===== src/rtl/usb_in_packetizer.sv =====
// usb_in_packetizer: drains the byte queue and frames its contents as USB IN data packets
// (PID, payload, CRC16), streamed one byte at a time over a valid/ready handshake.
module usb_in_packetizer #(
  parameter int MAX_PKT = 64
) (
  input  logic       r_clk,
  input  logic       rst,
  input  logic       en_i,
  input  logic       zlp_req_i,
  input  logic       tog_clr_i,
  input  logic       tx_ack_i,
  input  logic       fifo_empty_i,
  input  logic [7:0] fifo_data_i,
  output logic       fifo_r_en_o,
  output logic [7:0] tx_data_o,
  output logic       tx_valid_o,
  input  logic       tx_ready_i,
  output logic       tx_last_o,
  output logic       busy_o
);
  // state    | meaning
  // IDLE     | waiting for en with a pending ZLP or queued data
  // PID      | presenting DATA0/DATA1 PID
  // FETCH    | one-cycle queue read pulse
  // LOAD     | popped byte is on fifo_data; capture it
  // DATA     | presenting payload byte
  // CRC_LO   | presenting inverted CRC low byte
  // CRC_HI   | presenting inverted CRC high byte, tx_last high
  localparam int CW = $clog2(MAX_PKT + 1);
  localparam logic [CW-1:0] MAX_CNT = CW'(MAX_PKT);

  localparam logic [2:0] S_IDLE   = 3'd0;
  localparam logic [2:0] S_PID    = 3'd1;
  localparam logic [2:0] S_FETCH  = 3'd2;
  localparam logic [2:0] S_LOAD   = 3'd3;
  localparam logic [2:0] S_DATA   = 3'd4;
  localparam logic [2:0] S_CRC_LO = 3'd5;
  localparam logic [2:0] S_CRC_HI = 3'd6;

  localparam logic [7:0] PID_DATA0 = 8'hC3;
  localparam logic [7:0] PID_DATA1 = 8'h4B;

  logic [2:0]    state_q, state_d;
  logic          toggle_q, toggle_d;
  logic          zlp_q, zlp_d;
  logic          zlp_pkt_q, zlp_pkt_d;
  logic [CW-1:0] count_q, count_d, count_inc;
  logic [15:0]   crc_q, crc_d, crc_next;
  logic [7:0]    tx_data_q, tx_data_d;
  logic          tx_valid_q, tx_valid_d;
  logic          tx_last_q, tx_last_d;
  logic          accept;
  logic          zlp_clr;
  logic [7:0]    pid_now;

  // USB CRC16, reflected polynomial, one byte LSB first
  function automatic logic [15:0] crc16_byte(input logic [15:0] crc_in, input logic [7:0] b);
    logic [15:0] c;
    c = crc_in ^ {8'h00, b};
    for (int i = 0; i < 8; i++) begin
      c = c[0] ? ((c >> 1) ^ 16'hA001) : (c >> 1);
    end
    return c;
  endfunction

  assign accept    = tx_valid_q & tx_ready_i;
  assign crc_next  = crc16_byte(crc_q, tx_data_q);
  assign count_inc = count_q + CW'(1);
  assign pid_now   = toggle_q ? PID_DATA1 : PID_DATA0;

  assign toggle_d = tog_clr_i ? 1'b0 : (tx_ack_i ? ~toggle_q : toggle_q);
  assign zlp_d    = zlp_req_i | (zlp_q & ~zlp_clr);

  always_comb begin
    state_d    = state_q;
    zlp_pkt_d  = zlp_pkt_q;
    count_d    = count_q;
    crc_d      = crc_q;
    tx_data_d  = tx_data_q;
    tx_valid_d = tx_valid_q;
    tx_last_d  = tx_last_q;
    zlp_clr    = 1'b0;
    case (state_q)
      S_IDLE: begin
        if (en_i && (zlp_q || !fifo_empty_i)) begin
          state_d    = S_PID;
          zlp_pkt_d  = zlp_q;
          tx_data_d  = pid_now;
          tx_valid_d = 1'b1;
        end
      end
      S_PID: begin
        if (accept) begin
          if (zlp_pkt_q) begin
            state_d   = S_CRC_LO;
            zlp_clr   = 1'b1;
            tx_data_d = ~crc_q[7:0];
          end else begin
            state_d    = S_FETCH;
            tx_valid_d = 1'b0;
          end
        end
      end
      S_FETCH: begin
        // single reader, so empty here only if the queue was disturbed externally
        if (fifo_empty_i) begin
          state_d    = S_CRC_LO;
          tx_data_d  = ~crc_q[7:0];
          tx_valid_d = 1'b1;
        end else begin
          state_d = S_LOAD;
        end
      end
      S_LOAD: begin
        state_d    = S_DATA;
        tx_data_d  = fifo_data_i;
        tx_valid_d = 1'b1;
      end
      S_DATA: begin
        if (accept) begin
          crc_d   = crc_next;
          count_d = count_inc;
          if ((count_inc == MAX_CNT) || fifo_empty_i) begin
            state_d   = S_CRC_LO;
            tx_data_d = ~crc_next[7:0];
          end else begin
            state_d    = S_FETCH;
            tx_valid_d = 1'b0;
          end
        end
      end
      S_CRC_LO: begin
        if (accept) begin
          state_d   = S_CRC_HI;
          tx_data_d = ~crc_q[15:8];
          tx_last_d = 1'b1;
        end
      end
      S_CRC_HI: begin
        if (accept) begin
          state_d    = S_IDLE;
          tx_valid_d = 1'b0;
          tx_last_d  = 1'b0;
          count_d    = '0;
          crc_d      = 16'hFFFF;
        end
      end
      default: begin
        state_d    = S_IDLE;
        tx_valid_d = 1'b0;
        tx_last_d  = 1'b0;
      end
    endcase
  end

  always_ff @(posedge r_clk or negedge rst) begin
    if (!rst) begin
      state_q    <= S_IDLE;
      toggle_q   <= 1'b0;
      zlp_q      <= 1'b0;
      zlp_pkt_q  <= 1'b0;
      count_q    <= '0;
      crc_q      <= 16'hFFFF;
      tx_data_q  <= 8'h00;
      tx_valid_q <= 1'b0;
      tx_last_q  <= 1'b0;
    end else begin
      state_q    <= state_d;
      toggle_q   <= toggle_d;
      zlp_q      <= zlp_d;
      zlp_pkt_q  <= zlp_pkt_d;
      count_q    <= count_d;
      crc_q      <= crc_d;
      tx_data_q  <= tx_data_d;
      tx_valid_q <= tx_valid_d;
      tx_last_q  <= tx_last_d;
    end
  end

  assign fifo_r_en_o = (state_q == S_FETCH) & ~fifo_empty_i;
  assign tx_data_o   = tx_data_q;
  assign tx_valid_o  = tx_valid_q;
  assign tx_last_o   = tx_last_q;
  assign busy_o      = (state_q != S_IDLE);

endmodule


===== config.mk =====
export PLATFORM = sky130hd
export DESIGN_NAME = usb_in_packetizer
export DESIGN_NICKNAME = d
export VERILOG_FILES = /design/src/rtl/usb_in_packetizer.sv
export SDC_FILE = /design/constraint.sdc
export NUM_CORES = 1
export LEC_CHECK = 0
export CAP_MARGIN = 10
export CORE_ASPECT_RATIO = 1.75
export CORE_MARGIN = 2
export CORE_UTILIZATION = 43
export CTS_CLUSTER_DIAMETER = 100
export CTS_CLUSTER_SIZE = 20
export DETAILED_ROUTE_END_ITERATION = 12
export DONT_BUFFER_PORTS = 1
export REMOVE_ABC_BUFFERS = 1
export SYNTH_ARGS = -nofsm -noshare
export SYNTH_HDL_FRONTEND = slang
export SYNTH_SLANG_ARGS = --single-unit

===== constraint.sdc =====
create_clock -name r_clk -period 3.3 [get_ports r_clk]
set_clock_uncertainty 0.15 [all_clocks]
set_input_delay 0.825 -clock r_clk [delete_from_list [all_inputs] [get_ports r_clk]]
set_output_delay 0.825 -clock r_clk [all_outputs]
set_load 0.01 [all_outputs]

==> impl_metrics.yaml <==
die:
  fp.dieW_um: 59.42
  rows: 35
  die_area_mm2: 0.006000
  ios: 28
  core_mm2: 0.005211
  die_h_um: 101.0
  initial_core_util_pct: 44.35
routing:
  drt-total-wl_um: 5749
  drc: 0
  vias_per_cell: 6.157
  via_count: 1878
  dr.pass1.iters: 4
  drt_iter0_markers: 54
  wl_per_cell_um: 18.85
  ant_nets: 0
synth:
  synth-edff-count: 0
  synth_flop_cell: "dfrtp_1"
  ys_async_sr_fraction_pct: 100.0
  syn-cell-area_mm2: 0.002311
  ys_top_cells_by_area: "dfrtp_1 (25%), dfstp_2 (18%), xnor2_1 (7.6%)"
  synth_top_area_share_pct: 24.91
  yosys_warnings: 0
  yosys_register_bits: 39
  seq_area_frac_synth_pct: 43.10
  yosysTopAreaCell: "dfrtp_1"
  synth_cell_types: 46
  syn-instance-count: 251
  syn_area_per_cell_um2: 9.207
timing:
  maxSlewHeadroom_pct: 58.86
  rsz0062_at_grt: "false"
  min_period_over_period_pct: 83.23
  setup_viol: 0
  tns_ns: 0
  timing.hold.ws_ns: 0.06505
  worst_pin_slew_ns: 0.6171
  worst_slack_ns: 0.5533
  max_freq_mhz: 364.1
  period_needed_ns: 2.747
  hold_viol_final: 0
  slew_violations: 0
power_and_ir_drop:
  vdd_ir_drop_max_uv: 617.7
  power_mw: 3.230
  p_per_area_mw_per_mm2: 1316
  p_leak_nw: 0.9687
critical_path:
  start_kind: "flip-flop"
  cp_max_fo: 8
  crit_required_ns: 3.32
  crit_chain: "ha_1 -> nand2_1 -> or3_1 -> a2111oi_2 -> o32ai_1 -> nor2_4 -> mux2_1"
  crit_type: "reg2reg"
  critPathMaxStageDelay_ns: 0.45
  cp_data_arrival_time_ns: 2.77
  cp-end-kind: "flip-flop"
  critPathSlowestCell: "a2111oi_2"
clock_network:
  tritoncts: "built"
  root_buffer: "clkbuf_8"
  htree_levels: 2
  holdBufCountCts: 0
  cts_made_buffers: 5
  clk-insertion-delay-late_ns: 0.30
  max-clock-path-buffers: 2
  path_clk_slew_ns: 0.08
  cts_sinks: 39
  post_cts_resized: 0
  post_cts_buffers: 0
global_routing:
  grt-ovfl-total: 0
  grt_max_degree: 40
  grt.total_usage_pct: 21.89
  grt_pass1_vias: 1988
  grt_pass1_wl_um: 9853
  antenna_found_initial: 0
flow_run:
  drv_cap: 0
finish:
  regArea_um2: 996.0
  diodes: 0
  layout.nets: 266
  area.growth.synth_to_final_pct: 6.226
  final_cell_mix: "nand2_1 (30), nor2_1 (24), dfrtp_1 (23)"
  layout-drive-gt1-share_pct: 12.80
  final_common_cell: "nand2_1"
  fillers: 501
  multi_input_area_mm2: 0.001246
  instances_no_fill: 305
placement:
  place.gp.congestion: 0.8556
  port_buffers: 0
  dp_cells: 297
  post-place-ws_ns: 0.5612
  dp_hpwl_um: 4058
status:
  status: "complete, no violations"
worst_hold_path:
  min_path_type: "in2async"
[critical path: cells and delay by family (launching register included)]
kind            cells  cell delay (ns)
compound gates      2             0.64
mux                 1             0.36
simple gates        3             0.79
fa+ha+maj           1             0.25
flops               1             0.43
[cell families after synthesis]
group / count (synthesis) / synth area share, %
compound gates: 80 / 22.47
xor+xnor: 25 / 10.67
fa+ha+maj: 1 / 0.5413
buf+inv: 18 / 2.978
flops: 39 / 43.10
mux: 11 / 5.306
simple gates: 77 / 14.94
[registers in the layout (all words and copies together) (netlist names)]
name / flops
count_q: 7
zlp_q: 1
zlp_pkt_q: 1
tx_data_o: 8
crc_q: 16
toggle_q: 1
tx_valid_o: 1
state_q: 3
tx_last_o: 1
[final timing paths]
path / from / to / depth (start not counted) / slack, ns
worst max-delay path: count_q[0] / tx_data_o[5] / 7 / 0.55
worst min-delay path: rst / zlp_q / 0 / 0.07
worst max register to register: count_q[0] / tx_data_o[5] / 7 / 0.55
worst min register to register: zlp_q / zlp_q / 1 / 0.35
max in group asynchronous: rst / crc_q[5] / 0 / 2.74
min in group r_clk: zlp_q / zlp_q / 1 / 0.35
[cells in the mapped netlist, types with 2 or more instances]
library cell	number
nand2_1	30
buf_1	3
a21o_1	3
o32a_1	2
or3_1	2
mux2_1	9
nor2_1	24
and2_1	2
o22ai_1	3
nand3_1	6
o32ai_1	3
clkbuf_1	10
nor3_1	3
xnor3_1	2
a21oi_1	21
o22a_1	7
o21a_1	2
a211o_1	2
a22o_1	4
nor2b_1	2
inv_1	3
nand2b_1	3
xnor2_1	20
o21ai_0	13
o21ai_1	12
dfrtp_1	23
xor2_1	3
dfstp_2	16
[through the flow]
stage                     utilization [%]  area (µm²)
after floorplan                         -        2257
after global placement              45.35        2364
after global routing                47.11        2455
after detailed placement            45.35        2364
after CTS                           47.11        2455
final                               47.11        2455
[where the power goes]
| group | internal [mW] | switching [mW] |
|---|---|---|
| logic | 0.910 | 0.931 |
| clock network | 0.169 | 0.170 |
| registers | 0.748 | 0.302 |
[area by class of cell]
| class | count | area share, % |
|---|---|---|
| clock buffers | 7 | 3.517 |
| clock inverters | 1 | 0.2039 |
| inverters | 4 | 0.6116 |
| multi-input cells | 194 | 50.76 |
| flip-flops and latches | 39 | 40.57 |
| well taps | 55 | 2.803 |
| repair buffers | 5 | 1.529 |
[metal layers]
metal,global-route usage (%),up-vias,share of wire (%)
met5,0,-,0
met4,13.11,0,2.8
met3,3.338,12,3.6
met2,35.76,42,53
met1,26.27,931,40
li1,-,893,-
(Power assumes the default switching activity.)
